`src/rtl/zion_basic_circuit_lib_pipe_dff.sv`:
```
// Multi-stage valid/ready register pipeline with bubble collapsing and an
// optional one-entry input skid buffer that makes oReady a pure flop output.
module zion_basic_circuit_lib_pipe_dff #(
  parameter int               WIDTH    = 8,
  parameter int               DEPTH    = 2,
  parameter logic [WIDTH-1:0] INI_DATA = '0,
  parameter int               SKID     = 1
) (
  input  logic                       clk,
  input  logic                       rst,
  input  logic                       iFlush,
  input  logic                       iValid,
  output logic                       oReady,
  input  logic [WIDTH-1:0]           iDat,
  output logic                       oValid,
  input  logic                       iReady,
  output logic [WIDTH-1:0]           oDat,
  output logic [$clog2(DEPTH+2)-1:0] oCnt
);

  localparam int CNT_W = $clog2(DEPTH + 2);

  // Elaboration-time parameter sanity checks.
  if (DEPTH < 1) begin : g_chk_depth
    $error("zion_basic_circuit_lib_pipe_dff: DEPTH must be >= 1");
  end
  if (WIDTH < 1) begin : g_chk_width
    $error("zion_basic_circuit_lib_pipe_dff: WIDTH must be >= 1");
  end
  if (SKID != 0 && SKID != 1) begin : g_chk_skid
    $error("zion_basic_circuit_lib_pipe_dff: SKID must be 0 or 1");
  end

  // Stage k holds v_q[k]/d_q[k]; index DEPTH-1 is the output stage.
  logic [DEPTH-1:0] v_q, v_d;
  logic [WIDTH-1:0] d_q [DEPTH];
  logic [WIDTH-1:0] d_d [DEPTH];
  logic             skid_v_q, skid_v_d;
  logic [WIDTH-1:0] skid_d_q, skid_d_d;
  logic [CNT_W-1:0] cnt_q, cnt_d;

  logic [DEPTH-1:0] adv;
  logic [DEPTH-1:0] src_v;
  logic [WIDTH-1:0] src_d [DEPTH];
  logic             in_xfer;

  // Stage k may load when it, or any stage downstream of it, is empty, or
  // when the output is being accepted. Written as a flat reduction so each
  // bit depends only on flops and iReady.
  always_comb begin
    adv = '0;
    for (int k = 0; k < DEPTH; k++) begin
      adv[k] = iReady;
      for (int j = k; j < DEPTH; j++) begin
        if (!v_q[j]) adv[k] = 1'b1;
      end
    end
  end

  // With a skid buffer ready comes straight from a flop; without it, ready
  // is the combinational advance of stage 0.
  assign oReady  = (SKID != 0) ? !skid_v_q : adv[0];
  assign in_xfer = iValid && oReady;

  // Next-state for stages, skid entry and occupancy count.
  always_comb begin
    // NOTE: every variable gets a default before any branch so the
    // combinational block never implies a latch.
    v_d      = v_q;
    d_d      = d_q;
    skid_v_d = skid_v_q;
    skid_d_d = skid_d_q;
    src_v    = '0;
    src_d    = d_q;

    // Stage 0 drains the skid entry first so ordering is preserved.
    if (SKID != 0 && skid_v_q) begin
      src_v[0] = 1'b1;
      src_d[0] = skid_d_q;
    end else begin
      src_v[0] = in_xfer;
      src_d[0] = iDat;
    end
    for (int k = 1; k < DEPTH; k++) begin
      src_v[k] = v_q[k-1];
      src_d[k] = d_q[k-1];
    end

    // Advancing stages take the source valid; data moves only with a
    // valid source so an emptied stage keeps its last value.
    for (int k = 0; k < DEPTH; k++) begin
      if (adv[k]) begin
        v_d[k] = src_v[k];
        if (src_v[k]) d_d[k] = src_d[k];
      end
    end

    if (SKID != 0) begin
      if (skid_v_q && adv[0]) skid_v_d = 1'b0;
      if (in_xfer && !adv[0]) begin
        skid_v_d = 1'b1;
        skid_d_d = iDat;
      end
    end

    // Flush drops every entry (including one arriving this cycle) but
    // leaves data registers untouched.
    if (iFlush) begin
      v_d      = '0;
      skid_v_d = 1'b0;
      d_d      = d_q;
      skid_d_d = skid_d_q;
    end

    cnt_d = CNT_W'(skid_v_d);
    for (int k = 0; k < DEPTH; k++) begin
      cnt_d = cnt_d + CNT_W'(v_d[k]);
    end
  end

  // State registers with synchronous reset.
  always_ff @(posedge clk) begin
    if (rst) begin
      // NOTE: data registers are reset here (unlike a typical storage array)
      // because INI_DATA is visible on oDat while the pipe is empty.
      v_q      <= '0;
      skid_v_q <= 1'b0;
      skid_d_q <= INI_DATA;
      cnt_q    <= '0;
      for (int k = 0; k < DEPTH; k++) d_q[k] <= INI_DATA;
    end else begin
      // NOTE: sequential state uses non-blocking assignments only, so every
      // flop samples pre-edge values regardless of statement order.
      v_q      <= v_d;
      d_q      <= d_d;
      skid_v_q <= skid_v_d;
      skid_d_q <= skid_d_d;
      cnt_q    <= cnt_d;
    end
  end

  assign oValid = v_q[DEPTH-1];
  assign oDat   = d_q[DEPTH-1];
  assign oCnt   = cnt_q;

endmodule

```
`config.mk`:
```
export PLATFORM = sky130hd
export DESIGN_NAME = zion_basic_circuit_lib_pipe_dff
export DESIGN_NICKNAME = d
export VERILOG_FILES = /design/src/rtl/zion_basic_circuit_lib_pipe_dff.sv
export SDC_FILE = /design/constraint.sdc
export NUM_CORES = 1
export LEC_CHECK = 0
export BUFFER_PORTS_ARGS = -buffer_cell sky130_fd_sc_hd__buf_4
export CAP_MARGIN = 20
export CORE_MARGIN = 1
export CORE_UTILIZATION = 40
export DETAILED_ROUTE_END_ITERATION = 12
export SLEW_MARGIN = 20
export SYNTH_ARGS = -nofsm -noshare
export SYNTH_HDL_FRONTEND = slang
export SYNTH_SLANG_ARGS = --single-unit
export TNS_END_PERCENT = 30
```
`constraint.sdc`:
```
create_clock -name clk -period 1.91 [get_ports clk]
set_input_delay 0.191 -clock clk [delete_from_list [all_inputs] [get_ports clk]]
set_output_delay 0.191 -clock clk [all_outputs]
set_load 0.005 [all_outputs]
```
==> impl_metrics.json <==
{
  "final.period_utilization_pct": 81.6,
  "final_net_count": 171,
  "finalSetupTns_ns": 0,
  "route.final.wire_length_mm": 2.57,
  "pwr-share-clk_pct": 32.0,
  "cts.sinks": 29,
  "fp.coreArea_um2": 3150,
  "floorplan.rows": 20,
  "timing.critical_path.slowest_cell_delay_ns": 0.42,
  "avgSynthCellArea_um2": 9.73,
  "cts_made_buffers": 5,
  "multi_input_area_um2": 653,
  "vdd.ir_drop.worst_v": 0.000318,
  "grt_pass1_wl_mm": 4.30,
  "synth-warning-count": 0,
  "netlist.area_leader.share_pct": 42.3,
  "run_status": "complete, no violations",
  "via_count": 1017,
  "holdBufCountCts": 0,
  "finalWeightedCongestion": 0.695,
  "die_height_um": 60.6,
  "hold_path_class": "in -> reg",
  "skew_ns": 0.00362,
  "remaining_global_route_overflow": 0,
  "tritoncts": "built",
  "criticalPathCategory": "reg -> reg",
  "pwr_density_cell_nw_per_um2": 693,
  "leading_cell_types_by_total_area_after_synthesis": "dfxtp_1 (42%), mux2i_1 (12%), nand2b_1 (8.2%), a211oi_2 (7.3%), a21oi_1 (6.2%)",
  "grt_usage_pct": 16.6,
  "routed_via_density": 5.03,
  "setup_repair_after_global_routing_missed_its_margin": "no",
  "finalPower_mw": 1.07,
  "number_of_antenna_diodes": 0,
  "drt_first_pass_iters": 4,
  "p_int_uw": 817,
  "critical_path_required_ns": 2.12,
  "final_antenna_net_count": 0,
  "post-route-drc-count": 0,
  "synth_largest_area_cell": "dfxtp_1",
  "power.combinational.fraction_pct": 9.5,
  "power.net_switching_uw": 257,
  "endpoints_failing_hold": 0,
  "clock_latency_ns": 0.33,
  "buffer_ports.inserted": 24,
  "maximum_number_of_pins_on_one_net_before_global_route_repair": 38,
  "netlist_instances": 141,
  "filler_cells": 336,
  "clk_pin_slew_worst_paths_ns": 0.08,
  "drt_first_iter_violations": 43,
  "synthToLayoutAreaGrowth_pct": 13.1,
  "cts_buffer_depth": 2,
  "cts-root-buf": "clkbuf_4",
  "design.portCount": 25,
  "cp_data_arrival_time_ns": 1.77,
  "cts_max_level": 2,
  "post-cts-setup-buffer-count": 0,
  "maxCapViolations": 0,
  "fmax_ghz": 0.642,
  "setup.worst_path.end_class": "flop",
  "sw_frac_of_total_pct": 24.0,
  "layout.area.seq_um2": 581,
  "path_max_fanout": 4,
  "yosys_register_bits": 29,
  "worstMarginPinSlew_ns": 0.505,
  "layout-drive-gt1-share_pct": 26.6,
  "routed_len_inst_um": 12.7,
  "die_w_um": 60.6,
  "start_util_pct": 43.5,
  "synth.net_count": 155,
  "netlist_area_um2": 1370,
  "power.sequential.fraction_pct": 58.5,
  "die_area_um2": 3670,
  "max-slew-margin-rel_pct": 66.3,
  "post_cts_resized": 0,
  "final-max-slew-violation-count": 0,
  "leakage_nw": 0.555,
  "grt_pass1_vias": 968,
  "synth_seq_area_share_pct": 42.3,
  "critPathSlowestCell": "fa_1",
  "final-setup-viol-count": 0,
  "fin_crit_ns": 1.56,
  "grt_antenna_before_repair": 0,
  "crit_path_start_kind": "flop",
  "dp_hpwl_mm": 1.83,
  "ordered_list_of_cells_on_the_worst_path": "nor2b_1, nor2_1, nor2_1, fa_1, nor2b_1",
  "yosys.cell_types.count": 21
}
cell usage in the layout, fill, tap and decap left out:
master    count
inv_1         1
nor2b_1       5
a21oi_1      17
clkbuf_4      5
o21ai_0       8
nor3_1        2
and2_4        1
a211oi_2      8
nand2_1       1
nand3_1       8
dfxtp_1      29
nor2_1        4
nand3b_1      1
o21ba_1       1
nand2b_1     18
and4_1        1
buf_4        28
mux2i_1      16
clkbuf_1      3
fa_1          1
cell type report:
type | count | share of cell area, %
sequential | 29 | 37.4
timing repair buffer | 28 | 13.5
clock buffer | 8 | 3.15
inverter | 1 | 0.242
multi-input combinational | 92 | 42.1
tap | 44 | 3.55
logic make-up after synthesis:
logic type | count (synthesis) | synth area share, %
AOI/OAI and AO/OA | 34 | 17.2
adders and majority gates | 1 | 1.46
buffers and inverters | 20 | 10.0
DFF | 29 | 42.3
muxes | 16 | 11.7
and+or+nand+nor | 41 | 17.3
power by group through the flow:
stage / clock network [mW] / logic [mW] / registers [mW]
6_report: 0.344 / 0.102 / 0.629
5_1_grt: 0.385 / 0.113 / 0.631
4_1_cts: 0.362 / 0.103 / 0.629
3_5_place_dp: 0 / 0.103 / 0.643
3_3_place_gp: 0 / 0.0994 / 0.643
2_1_floorplan: 0 / 0.0724 / 0.640
worst max-delay path, delay by kind of cell (launching register included):
family,cells,cell delay (ns)
simple gates,4,0.63
fa+ha+maj,1,0.42
flops,1,0.40
registers in the layout (all words and copies together) (netlist names):
register and count:
skid_d_q 8, v_q 2, d_q 8, skid_v_q 1, oDat 8, oCnt 2
layer usage:
layer	wire length, µm	global-route usage [%]	share of wire (%)
met1	1140	19.0	44
met2	1250	26.8	49
met5	0	0	0
met4	46	7.79	1.8
met3	128	7.04	5.0
per-stage QoR:
stage / hold WS (ns) / instance area (µm²) / utilization (%) / setup WS [ns] / cells
2_1_floorplan: 0.270 / 1370 / - / 0.316 / 141
3_3_place_gp: 0.409 / 1500 / 47.7 / 0.454 / 194
3_5_place_dp: 0.413 / 1500 / 47.7 / 0.376 / 194
4_1_cts: 0.0527 / 1550 / 49.2 / 0.361 / 202
5_1_grt: 0.0637 / 1550 / 49.2 / 0.241 / 202
6_report: 0.0731 / 1550 / 49.2 / 0.352 / 202
synth_stat cells:
master and n:
nor2b_1 5, a21oi_1 17, o21ai_0 8, and4_1 1
buf_4 10, nand2b_1 18, mux2i_1 16, nand3b_1 1
o21ba_1 1, inv_1 1, clkbuf_1 4, a211oi_2 8
nor3_1 2, nor2_1 4, nand2_1 1, dfxtp_1 29
and2_4 1, buf_6 3, buf_2 2, nand3_1 8
fa_1 1
path summary, 6_finish.rpt:
kind                                          startpoint                       end  slack (ns)  cells after the start
worst max-delay path                   v_q[1]$_SDFF_PP0_        oCnt[0]$_SDFF_PP0_        0.35                      5
worst min-delay path                              iFlush         v_q[1]$_SDFF_PP0_        0.07                      2
worst max register to register         v_q[1]$_SDFF_PP0_        oCnt[0]$_SDFF_PP0_        0.35                      5
worst min register to register  skid_d_q[6]$_SDFFE_PP0P_  skid_d_q[6]$_SDFFE_PP0P_        0.48                      2
Note: power is estimated with default switching activity, not from simulation.
